## config.mk

```make
export PLATFORM = sky130hd
export DESIGN_NAME = punc_controller
export DESIGN_NICKNAME = d
export VERILOG_FILES = /design/src/rtl/punc_controller.sv
export SDC_FILE = /design/constraint.sdc
export NUM_CORES = 1
export LEC_CHECK = 0
export ABC_AREA = 0
export BUFFER_PORTS_ARGS = -buffer_cell sky130_fd_sc_hd__buf_2
export CORE_MARGIN = 4
export CORE_UTILIZATION = 43
export DETAILED_ROUTE_END_ITERATION = 12
export HOLD_SLACK_MARGIN = 0.12
export PLACE_DENSITY = 0.85
export SYNTH_ARGS = -nofsm -noshare
export SYNTH_HDL_FRONTEND = slang
export SYNTH_SLANG_ARGS = --single-unit
```

## constraint.sdc

```tcl
create_clock -name clk -period 4 [get_ports clk]
set_clock_uncertainty 0.1 [all_clocks]
set_input_delay 0.6 -clock clk [delete_from_list [all_inputs] [get_ports clk]]
set_output_delay 0.6 -clock clk [all_outputs]
set_load 0.02 [all_outputs]
```

## src/rtl/punc_controller.sv

```systemverilog
// Multi-cycle fetch/decode/execute control FSM for the PUnC LC3 datapath.
// Outputs are decoded combinationally from the current state and IR.
module punc_controller (
  input  logic        clk,
  input  logic        rst,
  input  logic [15:0] ir_to_controller,
  input  logic        nzp_true,
  output logic        pc_ld,
  output logic        pc_clr,
  output logic        pc_inc,
  output logic [1:0]  pc_sel,
  output logic        ir_ld,
  output logic        ir_clr,
  output logic        mem_rd,
  output logic        mem_wr,
  output logic [1:0]  mem_r_addr_sel,
  output logic [1:0]  mem_w_addr_sel,
  output logic [1:0]  rf_w_data_sel,
  output logic        rf_w_addr_sel,
  output logic        rf_w_wr,
  output logic        rf_r0_addr_sel,
  output logic        rf_r0_rd,
  output logic        rf_r1_rd,
  output logic        prev_ld,
  output logic        nzp_ld,
  output logic        nzp_clr,
  output logic [1:0]  alu_sel,
  output logic        alu_first_val_sel,
  output logic        halted
);

  localparam logic [3:0] OP_BR  = 4'b0000, OP_ADD = 4'b0001, OP_LD  = 4'b0010,
                         OP_ST  = 4'b0011, OP_JSR = 4'b0100, OP_AND = 4'b0101,
                         OP_LDR = 4'b0110, OP_STR = 4'b0111, OP_NOT = 4'b1001,
                         OP_LDI = 4'b1010, OP_STI = 4'b1011, OP_JMP = 4'b1100,
                         OP_LEA = 4'b1110, OP_HLT = 4'b1111;

  typedef enum logic [2:0] {FETCH, DECODE, EXEC, EXEC2, HALT} state_t;

  state_t      state;
  logic [3:0]  opcode;
  logic        unused_ir_bits;

  assign opcode = ir_to_controller[15:12];
  // Register fields are consumed by the datapath directly, not here.
  assign unused_ir_bits = ^{ir_to_controller[10:6], ir_to_controller[4:0]};

  always_ff @(posedge clk) begin
    if (rst) begin
      state <= FETCH;
    end else begin
      case (state)
        FETCH:   state <= DECODE;
        DECODE:  state <= (opcode == OP_HLT) ? HALT : EXEC;
        EXEC:    state <= (opcode == OP_LDI || opcode == OP_STI) ? EXEC2 : FETCH;
        EXEC2:   state <= FETCH;
        HALT:    state <= HALT;
        default: state <= FETCH;
      endcase
    end
  end

  always_comb begin
    pc_ld = 1'b0;  pc_clr = 1'b0;  pc_inc = 1'b0;  pc_sel = 2'd0;
    ir_ld = 1'b0;  ir_clr = 1'b0;  mem_rd = 1'b0;  mem_wr = 1'b0;
    mem_r_addr_sel = 2'd0;  mem_w_addr_sel = 2'd0;  rf_w_data_sel = 2'd0;
    rf_w_addr_sel = 1'b0;  rf_w_wr = 1'b0;  rf_r0_addr_sel = 1'b0;
    rf_r0_rd = 1'b0;  rf_r1_rd = 1'b0;  prev_ld = 1'b0;  nzp_ld = 1'b0;
    nzp_clr = 1'b0;  alu_sel = 2'd0;  alu_first_val_sel = 1'b0;  halted = 1'b0;

    if (rst) begin
      pc_clr  = 1'b1;
      ir_clr  = 1'b1;
      nzp_clr = 1'b1;
    end else begin
      case (state)
        FETCH: begin
          mem_rd = 1'b1;
          ir_ld  = 1'b1;
          pc_inc = 1'b1;
        end
        EXEC: begin
          case (opcode)
            OP_ADD, OP_AND: begin
              rf_r1_rd = 1'b1;
              alu_sel  = (opcode == OP_ADD) ? 2'd1 : 2'd2;
              if (ir_to_controller[5]) begin
                alu_first_val_sel = 1'b1;
              end else begin
                rf_r0_addr_sel = 1'b1;
                rf_r0_rd       = 1'b1;
              end
              rf_w_wr       = 1'b1;
              rf_w_addr_sel = 1'b1;
              nzp_ld        = 1'b1;
            end
            OP_NOT: begin
              alu_sel       = 2'd3;
              rf_r1_rd      = 1'b1;
              rf_w_wr       = 1'b1;
              rf_w_addr_sel = 1'b1;
              nzp_ld        = 1'b1;
            end
            OP_BR: begin
              pc_ld = nzp_true;
            end
            OP_JMP: begin
              rf_r1_rd = 1'b1;
              pc_ld    = 1'b1;
              pc_sel   = 2'd2;
            end
            // Link write and PC load share an edge, so R7 captures the old PC.
            OP_JSR: begin
              rf_w_wr       = 1'b1;
              rf_w_data_sel = 2'd3;
              pc_ld         = 1'b1;
              if (ir_to_controller[11]) begin
                pc_sel = 2'd1;
              end else begin
                pc_sel   = 2'd2;
                rf_r1_rd = 1'b1;
              end
            end
            OP_LD, OP_LDR: begin
              mem_rd         = 1'b1;
              mem_r_addr_sel = (opcode == OP_LDR) ? 2'd3 : 2'd1;
              rf_r1_rd       = (opcode == OP_LDR);
              rf_w_wr        = 1'b1;
              rf_w_addr_sel  = 1'b1;
              rf_w_data_sel  = 2'd2;
              nzp_ld         = 1'b1;
            end
            OP_LEA: begin
              rf_w_wr       = 1'b1;
              rf_w_addr_sel = 1'b1;
              rf_w_data_sel = 2'd1;
              nzp_ld        = 1'b1;
            end
            OP_ST, OP_STR: begin
              mem_wr         = 1'b1;
              mem_w_addr_sel = (opcode == OP_STR) ? 2'd2 : 2'd0;
              rf_r0_rd       = 1'b1;
              rf_r1_rd       = (opcode == OP_STR);
            end
            // Pointer fetch lands in DR; it is overwritten by the real data next cycle.
            OP_LDI: begin
              mem_rd         = 1'b1;
              mem_r_addr_sel = 2'd1;
              rf_w_wr        = 1'b1;
              rf_w_addr_sel  = 1'b1;
              rf_w_data_sel  = 2'd2;
            end
            OP_STI: begin
              mem_rd         = 1'b1;
              mem_r_addr_sel = 2'd1;
              prev_ld        = 1'b1;
            end
            default: begin
            end
          endcase
        end
        EXEC2: begin
          if (opcode == OP_LDI) begin
            mem_rd         = 1'b1;
            mem_r_addr_sel = 2'd2;
            rf_r0_rd       = 1'b1;
            rf_w_wr        = 1'b1;
            rf_w_addr_sel  = 1'b1;
            rf_w_data_sel  = 2'd2;
            nzp_ld         = 1'b1;
          end else if (opcode == OP_STI) begin
            mem_wr         = 1'b1;
            mem_w_addr_sel = 2'd1;
            rf_r0_rd       = 1'b1;
          end
        end
        HALT: begin
          halted = 1'b1;
        end
        default: begin
        end
      endcase
    end
  end

endmodule
```

Word level (Yosys, flattened, before mapping)
Index checks and enable logic that the tools add are counted.

Logic and storage cells: 101. Bits in read-only memories: 0. RAM bits: 0. Latch bits: 0. Register bits after elaboration: 3. Memories kept: 0.

Mux-type cells: 69. Eq/ne operators: 17. Shifts and indexed selects: 0. Multiply operators: 0. Add/sub/neg operators: 0. Order comparisons: 0. Reductions and logical operators: 14. Bitwise operators: 0. Div/mod/pow operators: 0.

Operators with widths (number): $mux 1 (37); $mux 2 (14); $eq 4x4->1 const B (6); $pmux 2 s2 (6); $eq 4x3->1 const B (4); $pmux 1 s2 (7); $pmux 3 s4 (1); $reduce_or 2->1 (5); $eq 4x2->1 const B (2); $reduce_or 4->1 (2); $reduce_or 8->1 (1); $reduce_or 7->1 (1); $eq 3x2->1 const B (2); $pmux 2 s3 (1); $reduce_or 6->1 (1); $eq 4x1->1 const B (1); $logic_not 4->1 (1); $pmux 1 s4 (1); $eq 3x1->1 const B (1); $eq 3x3->1 const B (1); $logic_not 3->1 (1); $mux 3 (1); $pmux 1 s3 (1); $reduce_or 3->1 (1); $logic_or 1x1->1 (1).

Logic depth before layout (Yosys ltp)
Gate-level depths: netlist (run 1).

Word-level depth: 5. Depth in mapped cells: 5.

Worst setup path after synthesis (run 1)
Ideal clock, no wire load.

Kind: input-to-output. Start point: in ir_to_controller[15]. End point: out rf_w_data_sel[1]. Stages: 5. Path slack: 1.062 ns. Required time: 3.300 ns. Arrival: 2.238 ns. Path through: clkbuf_1 -> clkbuf_1 -> nand2_1 -> o21ai_0 -> a2111oi_0.

Word-level cells in the longest chain between the ends: 5. Elaborated cells between the ends (all ways): 10. Those cells by class: eq/ne: 5; mux: 4; reduce/logical: 1.

RTL lines: start, declared (RTL line 6) `input logic [15:0] ir_to_controller,`; $eq 4x3->1, or another cell as far along (RTL line 83) `case (opcode)`; $reduce_or 3->1 (no source line); $pmux 2 s3 (RTL line 83); $pmux 2 s2 * (RTL line 76) `case (state)`; $mux 2 * (RTL line 71) `if (rst) begin`; end, declared (RTL line 18) `output logic [1:0] rf_w_data_sel,`.

Every way passes the cells marked *; elsewhere a longest branch is shown, timed or not.

Worst setup path after layout (run 1)
Start point: reg state[1]. End point: out alu_sel[0].

Word-level cells in the longest chain between the ends: 3.

RTL lines: start, declared (RTL line 40) `state_t state;`; start signal, assigned (RTL line 54) `DECODE: state <= (opcode == OP_HLT) ? HALT : EXEC;`; start signal, assigned (RTL line 55) `EXEC: state <= (opcode == OP_LDI || opcode == OP_STI) ? EXEC2 : FETCH;`; $eq 3x2->1 (RTL line 76); $mux 2 (RTL line 76); $mux 2 (RTL line 71); end, declared (RTL line 27) `output logic [1:0] alu_sel,`.

Every way passes these cells.

==> metrics.md, run 1 <==
| Metric | Value |
|---|---|
| First-pass GRT wire length | 3049 µm |
| Area growth, synth to finish | 21.41% |
| RR Endpoint | state[1] |
| Final hold slack | 0.4810 ns |
| Largest net degree at the start of global routing | 23 |
| Crit path to | alu_sel[0] |
| Number of synthesized register bits | 3 |
| Setup tns final | 0 ns |
| Synth cell types | 33 |
| Routed len/inst | 13.17 µm |
| Hold Buf Count CTS | 0 |
| Synth top area cells | dfxtp_1, a21oi_1, nor4b_1, clkbuf_1, nor4_1 |
| Antenna diode count | 0 |
| CTS Buffer Depth | 2 |
| YS warnings | 0 |
| Post-synthesis average cell area | 6.610 µm² |
| Syn nets | 118 |
| Hold Vio Cnt, Final | 0 |
| Vias | 823 |
| Tot Pwr | 0.1548 mW |
| PD cells | 194.8 nW/µm² |
| Clk root buf | clkbuf_4 |
| Crit path DAT | 2.07 ns |
| Largest Register | state |
| Relative slew margins | 0.5305 |
| Yosys top cell area share | 0.09178 |
| Initial antenna violation count | 0 |
| Crit path launch | state[1] |
| Effective utilization at floorplan | 0.4789 |
| Post-route clock period utilization | 0.6914 |
| Grt ovf | 0 |
| Sink Count | 3 |
| Input/output buffers | 35 |
| Final setup fails | 0 |
| Cells on worst reg2reg path | 3 |
| Post-CTS Setup Repair Bufs | 0 |
| Critical Path RT | 3.30 ns |
| Switching Share | 0.4096 |
| Most frequent cells in the layout | buf_2, a21oi_1, nor2_1 |
| Cells after Synth | 99 |
| Worst hold path class | flop to flop |
| Worst-path clk slew | 0.04 ns |
| Internal power | 0.09137 mW |
| Die Span Y | 47.01 µm |
| Post-CTS sizing | 0 |
| Register-to-Register Setup Slack | 2.59 ns |
| # H-tree levels | 1 |
| Clk pwr share | 0.346 |
| NetSw | 0.06339 mW |
| Hold Path Stages | 2 |
| Die ar. | 2210 µm² |
| Largest registers | state: 3 flops |
| Startpoint types | flop |
| Post-synthesis sequential area ratio | 0.09178 |
| Synth Flop Type | dfxtp_1 |
| Core area | 1366 µm² |
| Outcome | finished clean |
| Post-synth EDFFs | 0 |
| Via density | 5.964 |
| Cts bufs inserted | 3 |
| Layout cells sized above 1 | 0.3496 |
| Max-slew violations | 0 |
| Cell row count | 13 |
| IO Pins | 46 |
| Layout fillers | 136 |
| WS Path Type | flop to primary output |
| Crit end category | primary output |
| Clk Latency, worst-skew pair | 0.24 ns |
| Fmax | 0.3616 GHz |
| Multi-input combinational cell area | 499.2 µm² |
| Comb power frac | 0.402 |
| Critical R2R Launch | state[0] |
| Max reg flops | 3 |
| RSZ-0062 raised after global routing | no |
| Mapped Area | 654.4 µm² |
| Post-Route WL | 1818 µm |
| Leakage | 0.3550 nW |
| Initial DRC Count | 21 |
| Max_cap viols | 0 |
| Post-route DRC | 0 |
| Routed Antenna Nets | 0 |
| Crit-path max FO | 11 |
| Die width | 47.01 µm |
| GRT Resource Usage Total | 0.1819 |
| Nets@finish | 143 |
| Commonest non-fill, non-tap cell in the layout | buf_2 |
| Worst slew pin tran | 0.6945 ns |
| CTS tree | built |
| Reg area | 60.06 µm² |
| Dpl hpwl | 1298 µm |
| Flop pwr share | 0.252 |
| GPL Wtd Cong | 0.8025 |
| Maximum vdd drop | 113.0 µV |
| Area leader, netlist | dfxtp_1 |
| Number of global-route vias before repair | 715 |
| DRT Pass-1 Iters | 4 |
| Minimum clock period | 2.766 ns |
| Asr flop ratio synth | 0 |
## layout make-up
class	instances	area share
Multi-Input combinational cell	77	0.6283
Timing Repair Buffer	35	0.2205
Sequential cell	3	0.07559
Clock buffer	4	0.03307
Tap cell	15	0.02362
Inverter	4	0.01890
## layer usage
metal	track usage	wire (µm)	part of all wire	up-vias
li1	-	-	-	411
met1	0.2494	744	0.41	374
met2	0.2900	918	0.50	38
met3	0.03448	155	0.085	0
met4	0.04972	0	0	0
met5	0	0	0	-
## worst min-delay path by stage
| stage | startpoint | to | slack (ns) |
|---|---|---|---|
| 6_report | state[2] | state[2] | 0.48 |
| 3_5_place_dp | state[2] | state[2] | 0.48 |
| 4_1_cts | state[2] | state[2] | 0.48 |
| 3_3_place_gp | state[2] | state[2] | 0.46 |
| 2_1_floorplan | state[2] | state[2] | 0.41 |
| 5_1_grt | state[2] | state[2] | 0.54 |
## power groups by stage
stage,registers (mW),clock network [mW],logic [mW]
floorplan,0.0344,0,0.0538
global placement,0.0387,0,0.0604
detailed placement,0.0390,0,0.0617
CTS,0.0385,0.0552,0.0623
global route,0.0398,0.0580,0.0692
finish,0.0390,0.0535,0.0622
## critical path, cell delays in order, from the launching register on
cell and delay (ns):
dfxtp_1 0.52, or3b_1 0.54, or3_4 0.40, nor3b_2 0.18, buf_2 0.18
## cell families (layout without fill, tap and decap cells)
logic type,Yosys count,count (layout),share of synthesized area
compound gates,22,22,0.2065
simple gates,53,53,0.5296
buf+inv,19,43,0.1453
flops,3,3,0.09178
xor+xnor,2,2,0.02677
## cell usage after synthesis (2+ instances only)
master / number
xor2_1: 2
nand2b_1: 4
buf_4: 4
nor3_1: 4
nand2_1: 4
and3b_1: 2
a211oi_1: 2
nor2_1: 7
o21ai_0: 4
nor2b_1: 2
nor4_1: 5
and4_1: 2
nand3b_1: 3
inv_1: 4
clkbuf_1: 9
nand3_1: 4
nor4b_1: 4
dfxtp_1: 3
a2111oi_0: 3
a21oi_1: 10
nor3b_1: 4
nor3_2: 2
## metrics by stage
step	util	cells	instance area [µm²]	setup WS (ns)
after floorplan	-	99	654.4	1.062
after global placement	0.5623	134	768.2	1.302
after detailed placement	0.5623	134	768.2	1.256
after CTS	0.5815	138	794.5	1.251
after global routing	0.5815	138	794.5	1.078
final	0.5815	138	794.5	1.234
(Power assumes the default switching activity.)
==> run 2: changes to the inputs <==
--- a/config.mk
+++ b/config.mk
@@ -5,13 +5,13 @@
 export SDC_FILE = /design/constraint.sdc
 export NUM_CORES = 1
 export LEC_CHECK = 0
-export ABC_AREA = 0
+export ABC_AREA = 1
 export BUFFER_PORTS_ARGS = -buffer_cell sky130_fd_sc_hd__buf_2
 export CORE_MARGIN = 4
-export CORE_UTILIZATION = 43
+export CORE_UTILIZATION = 34
 export DETAILED_ROUTE_END_ITERATION = 12
 export HOLD_SLACK_MARGIN = 0.12
-export PLACE_DENSITY = 0.85
+export PLACE_DENSITY = 0.76
 export SYNTH_ARGS = -nofsm -noshare
 export SYNTH_HDL_FRONTEND = slang
 export SYNTH_SLANG_ARGS = --single-unit
==> constraint.sdc (replaced) <==
create_clock -name clk -period 2.45 [get_ports clk]
set_clock_uncertainty 0.1 [all_clocks]
set_input_delay 0.3675 -clock clk [delete_from_list [all_inputs] [get_ports clk]]
set_output_delay 0.3675 -clock clk [all_outputs]
set_load 0.02 [all_outputs]
==> run 2 against run 1 <==
Compared with the run above:
- final cell count rose by 12%
- total power rose by 55%
- synthesized cell count rose by 5.1%
- register-to-register slack got worse by 1.2 ns
- critical path depth rose by 2
- combinational power rose by 55%
- via count fell by 13%
- die area rose by 7.3%
- clock power rose by 63%
==> metrics.md, run 2 <==
| Metric | Value |
|---|---|
| Nets@finish | 158 |
| Cells on worst reg2reg path | 5 |
| Initial antenna violation count | 0 |
| Post-CTS sizing | 0 |
| Cells after Synth | 104 |
| Crit-path max FO | 9 |
| CTS tree | built |
| Fmax | 0.5461 GHz |
| Slack of the critical path | 0.6190 ns |
| Wl on met1 | 638 µm |
| RSZ-0062 raised after global routing | no |
| Worst slew pin tran | 0.2617 ns |
| Grt ovf | 0 |
| Post-route clock period utilization | 0.7474 |
| Area growth, synth to finish | 33.11% |
| Met3 wire len | 118 µm |
| Largest net degree at the start of global routing | 12 |
| IO Pins | 46 |
| Synth cell types | 21 |
| YS warnings | 0 |
| Worst-path clk slew | 0.04 ns |
| # H-tree levels | 1 |
| Max_cap viols | 0 |
| Mapped Area | 563.0 µm² |
| Layout cells sized above 1 | 0.3913 |
| Number of global-route vias before repair | 629 |
| Clk Latency, worst-skew pair | 0.23 ns |
| Post-synthesis average cell area | 5.414 µm² |
| GPL Wtd Cong | 0.8568 |
| PD cells | 319.3 nW/µm² |
| Initial DRC Count | 14 |
| Crit path launch | state[2] |
| Leakage | 0.4851 nW |
| Largest registers | state: 3 flops |
| RR Endpoint | state[1] |
| Relative slew margins | 0.8249 |
| Hold Buf Count CTS | 0 |
| Number of synthesized register bits | 3 |
| Critical Path RT | 1.98 ns |
| Input/output buffers | 35 |
| Most frequent cells in the layout | buf_2, nand2_1, inv_1 |
| Dpl hpwl | 1209 µm |
| Max-slew violations | 0 |
| Routed len/inst | 9.344 µm |
| DRT Pass-1 Iters | 4 |
| Uppermost layer routed | met3 |
| Commonest non-fill, non-tap cell in the layout | buf_2 |
| First-pass GRT wire length | 2463 µm |
| Max reg flops | 3 |
| Startpoint types | flop |
| Tot Pwr | 0.2393 mW |
| Crit path DAT | 1.36 ns |
| Utilization after layout | 0.4862 |
| Post-synth EDFFs | 0 |
| Crit end category | primary output |
| Antenna diode count | 0 |
| Post-Route WL | 1439 µm |
| Die Span Y | 48.70 µm |
| Crit path to | nzp_ld |
| Flop pwr share | 0.233 |
| Post-CTS Setup Repair Bufs | 0 |
| WS Path Type | flop to primary output |
| Area leader, netlist | nand2_1 |
| Post-route DRC | 0 |
| Dpl ws | 0.7035 ns |
| CTS Buffer Depth | 2 |
| Final setup fails | 0 |
| Maximum vdd drop | 253.2 µV |
| Comb power frac | 0.403 |
| NetSw | 0.09564 mW |
| Register-to-Register Setup Slack | 1.37 ns |
| Metal2 WL | 682 µm |
| Outcome | finished clean |
| Top-count cell post-synth | nand2_1 |
| Synth top cells by count | nand2_1, inv_1, nor2_1, a21oi_1, nand3_1 |
| Clk pwr share | 0.364 |
| Asr flop ratio synth | 0 |
| Internal power | 0.1437 mW |
| Critical R2R Launch | state[2] |
| Routed Antenna Nets | 0 |
| Synth Flop Type | dfxtp_1 |
| Post-synthesis sequential area ratio | 0.1067 |
| Yosys top cell area share | 0.1533 |
| Effective utilization at floorplan | 0.3653 |
| Setup tns final | 0 ns |
| Largest Register | state |
| Clk root buf | clkbuf_4 |
| Via density | 4.643 |
| Syn nets | 123 |
| Sink Count | 3 |
| Cell row count | 14 |
| Die ar. | 2371 µm² |
| Synth top area cells | nand2_1, inv_1, nor2_1, dfxtp_1, a21oi_1 |
| Minimum clock period | 1.831 ns |
| Hold Vio Cnt, Final | 0 |
| Core area | 1541 µm² |
| Switching Share | 0.3996 |
| GRT Resource Usage Total | 0.1244 |
| Cts bufs inserted | 3 |
| Worst hold path class | input pin to flop |
| Die width | 48.70 µm |
| Vias | 715 |
## run 2: stage by stage
| step | hold slack [ns] | std cells | cell area, µm² |
|---|---|---|---|
| 2_1_floorplan | 0.5094 | 104 | 563.0 |
| 3_3_place_gp | 0.5742 | 150 | 723.2 |
| 3_5_place_dp | 0.5804 | 150 | 723.2 |
| 4_1_cts | 0.3705 | 154 | 749.5 |
| 5_1_grt | 0.3881 | 154 | 749.5 |
| 6_report | 0.3771 | 154 | 749.5 |
## run 2: kinds of logic (layout without fill, tap and decap cells)
group | after synthesis | after routing | synth area share
and+or+nand+nor | 64 | 64 | 0.5711
AOI/OAI and AO/OA | 12 | 12 | 0.1267
DFF | 3 | 3 | 0.1067
buffers and inverters | 25 | 59 | 0.1955
## run 2: worst min path at each step
stage	startpoint	endpoint	slack (ns)	cells after the start
2_1_floorplan	ir_to_controller[13]	state[0]	0.51	4
3_3_place_gp	state[2]	state[0]	0.57	3
3_5_place_dp	state[2]	state[0]	0.58	3
4_1_cts	rst	state[0]	0.37	2
5_1_grt	rst	state[0]	0.39	2
6_report	rst	state[0]	0.38	2
## run 2: power groups by stage
| stage | sequential, mW | combinational [mW] | clock (mW) |
|---|---|---|---|
| floorplan | 0.0559 | 0.0748 | 0 |
| global placement | 0.0562 | 0.0959 | 0 |
| detailed placement | 0.0566 | 0.0966 | 0 |
| CTS | 0.0557 | 0.0972 | 0.0921 |
| global route | 0.0563 | 0.110 | 0.0951 |
| finish | 0.0557 | 0.0965 | 0.0871 |
## run 2: cell type report
cell class              instances  area (µm²)
flip-flops and latches          3       60.06
inverters                      20       75.07
well taps                      16       20.02
fillers                       169       792.0
clock buffers                   4       26.28
multi-input cells              76       392.9
repair buffers                 35       175.2
## run 2: critical path, cell delays in order (launching register included)
cell and delay (ns):
dfxtp_1 0.34, inv_2 0.10, nand3_4 0.12, nor2_8 0.16
nand2_1 0.11, o21ai_1 0.12, buf_2 0.18
## run 2: metal layers
metal / vias to the layer above / global-route usage
met5: - / 0
met4: 0 / 0.05830
met3: 0 / 0.03988
met2: 27 / 0.2043
met1: 299 / 0.1442
li1: 389 / -
